<file path="config.mk">
export PLATFORM = sky130hd
export DESIGN_NAME = elm_acc_regfile
export DESIGN_NICKNAME = d
export VERILOG_FILES = /design/src/rtl/elm_acc_regfile.sv
export SDC_FILE = /design/constraint.sdc
export NUM_CORES = 1
export LEC_CHECK = 0
export ABC_AREA = 1
export CELL_PAD_IN_SITES_DETAIL_PLACEMENT = 2
export CELL_PAD_IN_SITES_GLOBAL_PLACEMENT = 2
export CORE_MARGIN = 8
export CORE_UTILIZATION = 35
export DETAILED_ROUTE_END_ITERATION = 6
export PLACE_DENSITY_LB_ADDON = 0.1
export SETUP_SLACK_MARGIN = 0.2
export SYNTH_ARGS = -nofsm -noshare
export SYNTH_HDL_FRONTEND = slang
export SYNTH_SLANG_ARGS = --single-unit
</file>
<file path="constraint.sdc">
create_clock -name clk -period 6.6 [get_ports clk]
set_clock_uncertainty 0.15 [all_clocks]
set_input_delay 1.98 -clock clk [delete_from_list [all_inputs] [get_ports clk]]
set_output_delay 1.98 -clock clk [all_outputs]
set_load 0.01 [all_outputs]
</file>
<file path="src/rtl/elm_acc_regfile.sv">
// Hidden-layer register file for the ELM datapath: DEPTH signed entries with
// write, saturating accumulate, bulk clear and a valid/ready dump stream.
module elm_acc_regfile #(
  parameter int DATA_W = 32,
  parameter int DEPTH  = 10,
  parameter int ADDR_W = 4
) (
  input  logic              clk,
  input  logic              rst,
  input  logic              clr,
  input  logic              wr_en,
  input  logic              acc_en,
  input  logic [ADDR_W-1:0] addr,
  input  logic [DATA_W-1:0] data_in,
  output logic [DATA_W-1:0] rd_data,
  output logic              sat_flag,
  output logic              err_addr,
  input  logic              dump_start,
  output logic              dump_busy,
  output logic              out_valid,
  input  logic              out_ready,
  output logic [DATA_W-1:0] out_data,
  output logic [ADDR_W-1:0] out_idx,
  output logic              dump_done
);

  localparam logic [ADDR_W:0]   DEPTH_C  = (ADDR_W+1)'(DEPTH);
  localparam logic [ADDR_W-1:0] LAST_IDX = ADDR_W'(DEPTH - 1);

  typedef enum logic [1:0] {IDLE, SEND, DONE} state_t;

  state_t              state, state_nxt;
  logic [DATA_W-1:0]   mem [DEPTH];
  logic                addr_ok;
  logic                upd_req;
  logic [DATA_W:0]     sum;
  logic [DATA_W-1:0]   acc_val;
  logic                acc_sat;
  logic                xfer;

  assign addr_ok   = ({1'b0, addr} < DEPTH_C);
  assign upd_req   = (wr_en | acc_en) && (state == IDLE);
  assign out_valid = (state == SEND);
  assign dump_busy = (state != IDLE);
  assign dump_done = (state == DONE);
  assign out_data  = mem[out_idx];
  assign xfer      = out_valid & out_ready;

  always_comb begin
    rd_data = '0;
    if (addr_ok) rd_data = mem[addr];
  end

  // Sign-extend by one bit so overflow shows up as a disagreement of the top two bits.
  always_comb begin
    sum     = {rd_data[DATA_W-1], rd_data} + {data_in[DATA_W-1], data_in};
    acc_sat = 1'b0;
    acc_val = sum[DATA_W-1:0];
    if (sum[DATA_W] != sum[DATA_W-1]) begin
      acc_sat = 1'b1;
      acc_val = sum[DATA_W] ? {1'b1, {(DATA_W-1){1'b0}}} : {1'b0, {(DATA_W-1){1'b1}}};
    end
  end

  always_comb begin
    state_nxt = state;
    case (state)
      IDLE:    if (dump_start) state_nxt = SEND;
      SEND:    if (xfer && out_idx == LAST_IDX) state_nxt = DONE;
      DONE:    state_nxt = IDLE;
      default: state_nxt = IDLE;
    endcase
  end

  always_ff @(posedge clk) begin
    if (rst || clr) state <= IDLE;
    else            state <= state_nxt;
  end

  always_ff @(posedge clk) begin
    if (rst || clr) begin
      out_idx <= '0;
    end else begin
      case (state)
        IDLE:    if (dump_start) out_idx <= '0;
        SEND:    if (xfer && out_idx != LAST_IDX) out_idx <= out_idx + 1'b1;
        DONE:    out_idx <= '0;
        default: out_idx <= '0;
      endcase
    end
  end

  // Write takes priority over accumulate; out-of-range addresses only raise err_addr.
  always_ff @(posedge clk) begin
    if (rst || clr) begin
      for (int i = 0; i < DEPTH; i++) mem[i] <= '0;
      sat_flag <= 1'b0;
      err_addr <= 1'b0;
    end else begin
      err_addr <= upd_req && !addr_ok;
      if (upd_req && addr_ok) begin
        if (wr_en) begin
          mem[addr] <= data_in;
        end else begin
          mem[addr] <= acc_val;
          if (acc_sat) sat_flag <= 1'b1;
        end
      end
    end
  end

endmodule

</file>
## Yosys cells after proc, flatten, opt, wreduce, memory -nomap -nowiden

Memories as Yosys holds them, arrays and structs flattened. A register that Yosys moved wholly into a read port is not among the register bits.
Index checks and enable logic that the tools add are counted.

| operators by class | value |
|---|---|
| $add $sub $neg | 2 |
| multiplexer cells | 26 |
| reductions and logical operators | 13 |
| bitwise operators | 4 |
| $lt $le $gt $ge | 1 |
| eq/ne operators | 8 |

Operators by type and width:

| operator | count |
|---|---|
| 2-to-1 mux 32 bit | 5 |
| adder 32 x 32 -> 33 bit | 1 |
| OR reduction 32 bit | 1 |
| 2-to-1 mux 4 bit | 5 |
| 2-to-1 mux 1 bit | 12 |
| one-hot mux 4 bit (2 select lines) | 1 |
| logical AND 1 bit | 5 |
| adder 4 x 1 -> 4 bit, second input constant | 1 |
| == test 4 bit, second input constant | 1 |
| less-than comparator 4 bit, second input constant | 1 |
| 2-to-1 mux 2 bit | 2 |
| inequality test 2 x 1 -> 1 bit, second input constant | 2 |
| inequality test 4 bit, second input constant | 1 |
| one-hot mux 2 bit (2 select lines) | 1 |
| AND reduction 2 bit | 2 |
| AND reduction 3 bit | 1 |
| == test 2 x 1 -> 1 bit, second input constant | 1 |
| == test 2 bit, second input constant | 1 |
| zero test 2 bit | 1 |
| inequality test 2 bit, second input constant | 1 |
| OR 1 bit | 2 |
| nonzero test 2 bit | 1 |
| bitwise AND 1 bit | 1 |
| zero test 1 bit | 1 |
| 3 further kinds | 3 |

| word-level totals | value |
|---|---|
| memories | 1 |
| RAM bits | 320 |
| register bits | 8 |
| bits of input ports | 43 |
| logic and storage cells | 59 |

Memories:

| name | words | width | rd ports | clocked after Yosys merged registers in | wr ports | RTL line | text |
|---|---|---|---|---|---|---|---|
| mem | 10 | 32 | 2 | 1 | 10 | 33 | `logic [DATA_W-1:0] mem [DEPTH];` |

## Longest topological paths before layout

Gate-level depths: netlist of the first run.

| depth | value |
|---|---|
| depth after elaboration | 9 |
| gate-level depth with buffers | 27 |
| depth with buffers taken out | 23 |

## Least setup slack after synthesis of the first run

No wires, ideal clock.

| path | value |
|---|---|
| kind | input to register |
| start point | in clr |
| end point | mem mem[9][0], enable pin |
| data arrival time | 5182 ps |
| path slack | 800 ps |
| cell stages on the path | 8 |
| cell sequence | nor2_2 > inv_1 > nor2_2 > nand2_1 > buf_2 > inv_2 > nor2_1 > nor3b_1 |

RTL lines:

| what | RTL line | text |
|---|---|---|
| start, declared | 10 | `input logic clr,` |
| end, declared | 33 |  |

## Final worst setup path of the first run

| path | value |
|---|---|
| start point | in addr[3] |
| end point | out rd_data[13] |

| between the ends | value |
|---|---|
| longest elaborated chain between the ends | 2 |

RTL lines:

| what | RTL line | text |
|---|---|---|
| start, declared | 13 | `input logic [ADDR_W-1:0] addr,` |
| memory read (10 x 32 bit) / less-than comparator 4 bit (equally long branches) | - |  |
| 2-to-1 mux 32 bit (*) | 51 | `if (addr_ok) rd_data = mem[addr];` |
| end, declared | 15 | `output logic [DATA_W-1:0] rd_data,` |

Mark *: on every way between the ends. The rest lies on a longest branch, timed or not.

==> results.ini, run 1 <==
[setup_path]
rrSetupSlack_ns = 2.23
rr_worst_depth = 23
cp.arrival_ns = 4.27
critPathLaunchType = primary input
worstPathRequired_ns = 4.47
crit_fanout = 22
crit_type = in2out
r2r-start = mem[8][13]
endpoint_kind = primary output
crit_path_start = addr[3]
rr_endpoint = mem[10][18]

[synth]
async_flop_share = 0
synth-seq-cells = 524
synthDominantCellAreaShare = 0.551
synth_common_cells = edfxtp_1, o21ai_0, nor2_1
synth_edf_count = 512
synthFlopType = edfxtp_1
synthTopCellsByArea = edfxtp_1, o21ai_0, a21oi_1
yosysWarnings = 0
syn_inst = 2947
synth_seq_area_share = 0.559
synth_top_cell_by_area = edfxtp_1
synthMostInstantiatedCell = edfxtp_1
avgSynthCellArea_um2 = 9.47
ys_types = 50
netlist_area_um2 = 27900

[clock_tree]
cts_buffers = 60
cts_root_buf = clkbuf_16
clk_latency_ns = 0.64
clkSinkCount = 524
tritoncts = built
cts_max_level = 2
clk_path_buf_depth = 3
clkSlewWorstSetupHoldPaths_ns = 0.07

[power_and_ir_drop]
powerDensity_nw_per_um2 = 251
seqPwrFrac = 0.453
clkPwrFrac = 0.403
power_frac_comb = 0.144
power_switching_mw = 2.31
p_total_mw = 8.58
swShare = 0.269
ir_drop_v = 0.000198
power.leakage_nw = 13.1
p_int_mw = 6.27

[final_layout]
fillers = 8470
syn_to_final_growth_pct = 22.4
nets = 3393
drive_above_1_share = 0.126

[hold_path]
holdCritStartpoint = sat_flag
hold_end = sat_flag
hold_depth = 1
hold_path_class = reg2reg

[flow_run]
cap_violations = 0

[timing]
slew_headroom = 0.193
hold-worst-slack_ns = 0.401
worst_slew_pin_slew_ns = 1.21
period_share = 0.969
drv_slew = 0
setup_viol = 0
grt_setup_unrepaired = true
hold_violations = 0
period_needed_ns = 6.40
max_freq_mhz = 156

[floorplanning]
start_util = 0.353
rows = 103
core_um2 = 79000
die_area_um2 = 89000
die_y_um = 298
dieWidth_um = 298
ios = 116

[detailed_routing]
drt_wl_total_um = 112000
post-route-drc-count = 0
avgViaCountPerCell = 5.36
ant_nets = 0
drtPass1Iterations = 5
first_iter_violations = 1261
wl_per_cell_um = 25.4
num_vias = 23700

[global_route]
grt_max_degree = 79
grt_pass1_wl_um = 167000
antenna_found_initial = 2
grt_usage = 0.245
grt_overflow = 0
first_global_vias = 26500

[placed_design]
portBuffers = 115
dpl.hpwl_um = 77100
globalplace.congestion = 0.897

[status]
status = complete, no violations

power groups by stage:
| stage | clock network [mW] | logic, mW | registers [mW] |
|---|---|---|---|
| floorplan | 0 | 0.649 | 3.93 |
| global placement | 0 | 1.19 | 3.95 |
| detailed placement | 0 | 1.23 | 3.96 |
| CTS | 3.53 | 1.24 | 3.89 |
| global route | 3.64 | 1.34 | 3.91 |
| finish | 3.46 | 1.23 | 3.89 |
through the flow:
| stage | area [µm²] | setup TNS [ns] | instances | worst slack (ns) | utilization |
|---|---|---|---|---|---|
| 2_1_floorplan | 28600 | 0 | 3138 | 0.800 | - |
| 3_3_place_gp | 32100 | -0.0177 | 4301 | -0.00260 | 0.406 |
| 3_5_place_dp | 32100 | -9.59 | 4301 | -0.129 | 0.406 |
| 4_1_cts | 34100 | 0 | 4413 | 0.149 | 0.432 |
| 5_1_grt | 34200 | 0 | 4415 | 0.170 | 0.432 |
| 6_report | 34200 | 0 | 4416 | 0.205 | 0.432 |
cell usage in the layout, fill, tap and decap left out, drive strengths merged, types with 63 or more instances in the layout:
cell / netlist / routed
a21oi: 311 / 311
buf: 47 / 194
clkbuf: 145 / 76
clkdlybuf4s50: 0 / 112
conb: 1 / 192
edfxtp: 512 / 512
inv: 296 / 297
mux2i: 94 / 94
nand2: 357 / 357
nand3: 63 / 63
nor2: 407 / 407
o211ai: 75 / 75
o21ai: 474 / 474
worst max path at each step:
| stage | endpoint | slack (ns) | depth (start not counted) |
|---|---|---|---|
| floorplan | mem[9][0] | 0.80 | 8 |
| global placement | mem[13][18] | -0.003 | 28 |
| detailed placement | mem[12][18] | -0.13 | 28 |
| CTS | rd_data[13] | 0.15 | 11 |
| global route | rd_data[13] | 0.17 | 11 |
| finish | rd_data[13] | 0.20 | 11 |
cell type report:
type,count,area [µm²],area share
Antenna cell,1,2.50,0.0000732
Clock buffer,75,1630,0.0477
Clock inverter,37,380,0.0111
Inverter,298,1140,0.0333
Multi-Input combinational cell,2124,11100,0.325
Sequential cell,524,15600,0.457
Tap cell,1050,1310,0.0385
Timing Repair Buffer,307,2960,0.0866
registers in the layout, indices dropped and copies added (netlist names), named ones only:
name,flops
mem,512
state,2
sat_flag,1
out_idx,4
err_addr,1
layer usage:
| layer | vias up | share of wire | track usage |
|---|---|---|---|
| met2 | 444 | 0.52 | 0.449 |
| li1 | 10800 | - | - |
| met3 | 184 | 0.034 | 0.0281 |
| met5 | - | 0.00024 | 0 |
| met1 | 12200 | 0.42 | 0.297 |
| met4 | 4 | 0.035 | 0.0844 |
critical path: stages:
cell and delay, ns:
clkbuf_2 0.12, inv_1 0.13, buf_12 0.19, buf_4 0.25
a21oi_1 0.06, o21ai_0 0.11, o21ai_0 0.19, a21oi_1 0.36
o21ai_1 0.18, buf_4 0.18, clkdlybuf4s50_1 0.48
cells by family after synthesis:
group | share of synthesized area
and+or+nand+nor | 0.138
xor gates and xnor gates | 0.00659
DFF | 0.559
muxes | 0.0337
AOI/OAI and AO/OA | 0.177
adders and majority gates | 0.0160
buffers and inverters | 0.0687
other | 0.000134
timing repair:
| item | CTS | global route |
|---|---|---|
| hold buffers | 0 | 0 |
| endpoints found under the setup margin | 11 | 15 |
| buffers inserted | 0 | 2 |
| pin swaps | 0 | 2 |
| gates resized for setup | 11 | 6 |
(Power assumes the default switching activity.)
==> inputs of run 2 (changes only) <==
Settings changed: CORE_UTILIZATION 35 to 40.
==> run 2 against run 1 <==
Against the previous run:
- wire length increased by 1.9%
- sequential cell count unchanged
- power decreased by 4.2%
- maximum frequency about the same
- setup slack improved by 0.0054 ns
- clock power decreased by 12%
- combinational power increased by 4%
- highest routed layer is now met4
- sequential power about the same
- non-clock buffer count increased by 30
==> results.ini, run 2 (same netlist as run 1, synthesis figures left out) <==
[final_layout]
regMostFlops = mem  ; unchanged
largest_register_ffs = 512  ; unchanged
nets = 3421  ; was 3393
diodes = 0  ; was 1
reg_top3 = mem: 512 flops, out_idx: 4 flops, state: 2 flops  ; unchanged
drive_above_1_share = 0.129  ; was 0.126
syn_to_final_growth_pct = 21.8  ; was 22.4%
multi_input_area_um2 = 11100  ; about the same
seq_area_um2 = 15600  ; unchanged
fillers = 7366  ; was 8470
instances_no_fill = 4326  ; was 4416
layout_commonest_cell = edfxtp_1  ; unchanged
layout_common_cells = edfxtp_1, o21ai_0, nor2_1, nand2_1, a21oi_1  ; unchanged

[detailed_routing]
avgViaCountPerCell = 5.59  ; was 5.36
num_vias = 24200  ; was 23700
drt_wl_total_um = 114000  ; was 112000 µm
drtPass1Iterations = 5  ; unchanged
ant_nets = 0  ; unchanged
post-route-drc-count = 0  ; unchanged
first_iter_violations = 1424  ; was 1261
wl_per_cell_um = 26.4  ; was 25.4 µm

[setup_path]
worstPathRequired_ns = 4.47  ; about the same
critPathLaunchType = primary input  ; unchanged
cp_slowest_cell = clkdlybuf4s50_1  ; unchanged
endpoint_kind = primary output  ; unchanged
critPathTopFamily = buffers and inverters  ; unchanged
critPathMaxStageDelay_ns = 0.53  ; was 0.48 ns
crit_type = in2out  ; unchanged
crit_fanout = 60  ; was 22
cp.arrival_ns = 4.26  ; was 4.27 ns
critPathMostFrequentCell = o21ai_0
path_buf_inv = 4  ; was 6
worstPathCellList = buf_2, buf_12, o21ai_0, o21ai_0, nand2_1, o21ai_0, buf_4, clkdlybuf4s50_1  ; was clkbuf_2, inv_1, buf_12, buf_4, a21oi_1, o21ai_0, o21ai_0, a21oi_1, o21ai_1, buf_4, clkdlybuf4s50_1

[status]
status = complete, no violations  ; unchanged

[power_and_ir_drop]
power.leakage_nw = 13.1  ; about the same
powerDensity_nw_per_um2 = 242  ; was 251 nW/µm²
ir_drop_v = 0.000195  ; was 0.000198 V

[global_route]
grt_max_degree = 166  ; was 79
first_global_vias = 27400  ; was 26500
grt_pass1_wl_um = 171000  ; was 167000 µm
grt_overflow = 0  ; unchanged
antenna_found_initial = 0  ; was 2
grt_usage = 0.288  ; was 0.245

[clock_tree]
cts_max_level = 2  ; unchanged
clkSlewWorstSetupHoldPaths_ns = 0.06  ; was 0.07 ns
cts_buffers = 58  ; was 60
clk_path_buf_depth = 3  ; unchanged
clkSinkCount = 524  ; unchanged
post-cts-setup-buffers = 0  ; unchanged
tritoncts = built  ; unchanged
clk_latency_ns = 0.63  ; was 0.64 ns
cts_root_buf = clkbuf_16  ; unchanged

[timing]
slew_headroom = 0.268  ; was 0.193
hold_violations = 0  ; unchanged
period_share = 0.968  ; was 0.969
setup_viol = 0  ; unchanged
grt_setup_unrepaired = false  ; was true
period_needed_ns = 6.39  ; was 6.40 ns
drv_slew = 0  ; unchanged
worst_slew_pin_slew_ns = 1.10  ; was 1.21 ns
hold-worst-slack_ns = 0.432  ; was 0.401 ns
max_freq_mhz = 156  ; about the same

[placed_design]
globalplace.congestion = 0.922  ; was 0.897
portBuffers = 115  ; unchanged
dpl.hpwl_um = 80100  ; was 77100 µm
place_inst = 4223  ; was 4301

[floorplanning]
dieWidth_um = 280  ; was 298 µm
die_area_um2 = 78500  ; was 89000 µm²
die_y_um = 280  ; was 298 µm
core_um2 = 69500  ; was 79000 µm²
start_util = 0.401  ; was 0.353
ios = 116  ; unchanged
rows = 97  ; was 103

[hold_path]
hold_path_class = reg2reg  ; unchanged

[flow_run]
cap_violations = 0  ; unchanged

## run 2: cell count changes in the layout (fill, tap and decap cells not counted), sizes merged
| cell | change |
|---|---|
| buf | +29 |
| bufinv | -6 |
| clkdlybuf4s50 | -5 |
| clkinv | +4 |
| dlygate4sd2 | +4 |
| clkbuf | -3 |
| inv | -3 |
| dlymetal6s2s | +2 |
| clkinvlp | -1 |
| diode | -1 |
## run 2: power breakdown
part / total, mW / internal (mW) / switching, mW / leakage, nW
registers: 3.90 / 3.83 / 0.0702 / 5.62
logic: 1.28 / 0.449 / 0.832 / 6.67
clock network: 3.04 / 1.66 / 1.38 / 0.834
total: 8.22 / 5.94 / 2.28 / 13.1
## run 2: repair_timing
action / 4_1_cts / 5_1_grt
gates resized for setup: 26 / 15
setup endpoints to repair: 32 / 18
hold endpoints to repair: 0 / 0
hold buffers: 0 / 0
gates cloned: 0 / 0
pin swaps: 2 / 0
## run 2: layout make-up
cell class	instances	area share
clock buffers	72	0.0449
clock inverters	31	0.00549
inverters	298	0.0334
multi-input cells	2124	0.327
flip-flops and latches	524	0.460
well taps	940	0.0346
repair buffers	337	0.0944
## run 2: final timing paths
kind              slack, ns  cells past startpoint          end  startpoint
setup / recovery       0.21                      8  rd_data[13]     addr[1]
hold reg to reg        0.43                      2    flip-flop  out_idx[0]
setup reg to reg       2.28                     24    mem[9][0]  mem[9][10]
hold / removal         0.43                      2    flip-flop  out_idx[0]
## run 2: stage by stage
step / cell area, µm² / TNS [ns] / power (mW) / utilization / worst slack (ns)
floorplan: 28600 / 0 / 4.58 / - / 0.800
global placement: 32200 / -1.03 / 5.15 / 0.463 / -0.286
detailed placement: 32200 / -33.88 / 5.22 / 0.463 / -0.303
CTS: 34000 / 0 / 8.27 / 0.488 / 0.215
global route: 34000 / 0 / 8.48 / 0.489 / 0.211
finish: 34000 / 0 / 8.22 / 0.489 / 0.210
## run 2: per-layer routing
layer / GRT usage / part of all wire / routed length [µm] / vias up
li1: - / - / - / 10800
met2: 0.522 / 0.51 / 58600 / 622
met5: 0 / 0 / 0 / -
met4: 0.148 / 0.058 / 6600 / 0
met3: 0.0320 / 0.037 / 4240 / 277
met1: 0.333 / 0.39 / 45000 / 12400
## run 2: worst reg2reg max path, stage by stage, from the launching register on
cell and delay (ns):
edfxtp_1 0.37, inv_1 0.10, a21oi_1 0.07, o21ai_0 0.16, o21ai_0 0.21, a21oi_1 0.31
o21ai_0 0.15, buf_4 0.17, ha_1 0.37, nand2_1 0.12, inv_2 0.07, nand2_1 0.07
nor3_1 0.17, nand2_1 0.11, nand2_2 0.16, nand2_2 0.08, nand2_1 0.08, nand2_2 0.06
buf_4 0.14, nand4_1 0.09, buf_4 0.17, nand4_1 0.17, nand2_2 0.17, buf_12 0.14
inv_1 0.16
==> inputs of run 3 (changes only) <==
Settings changed: SKIP_LAST_GASP set to 1.
==> results of run 3 <==
Same layout as run 2: the final DEF is identical, and so are final timing and power.
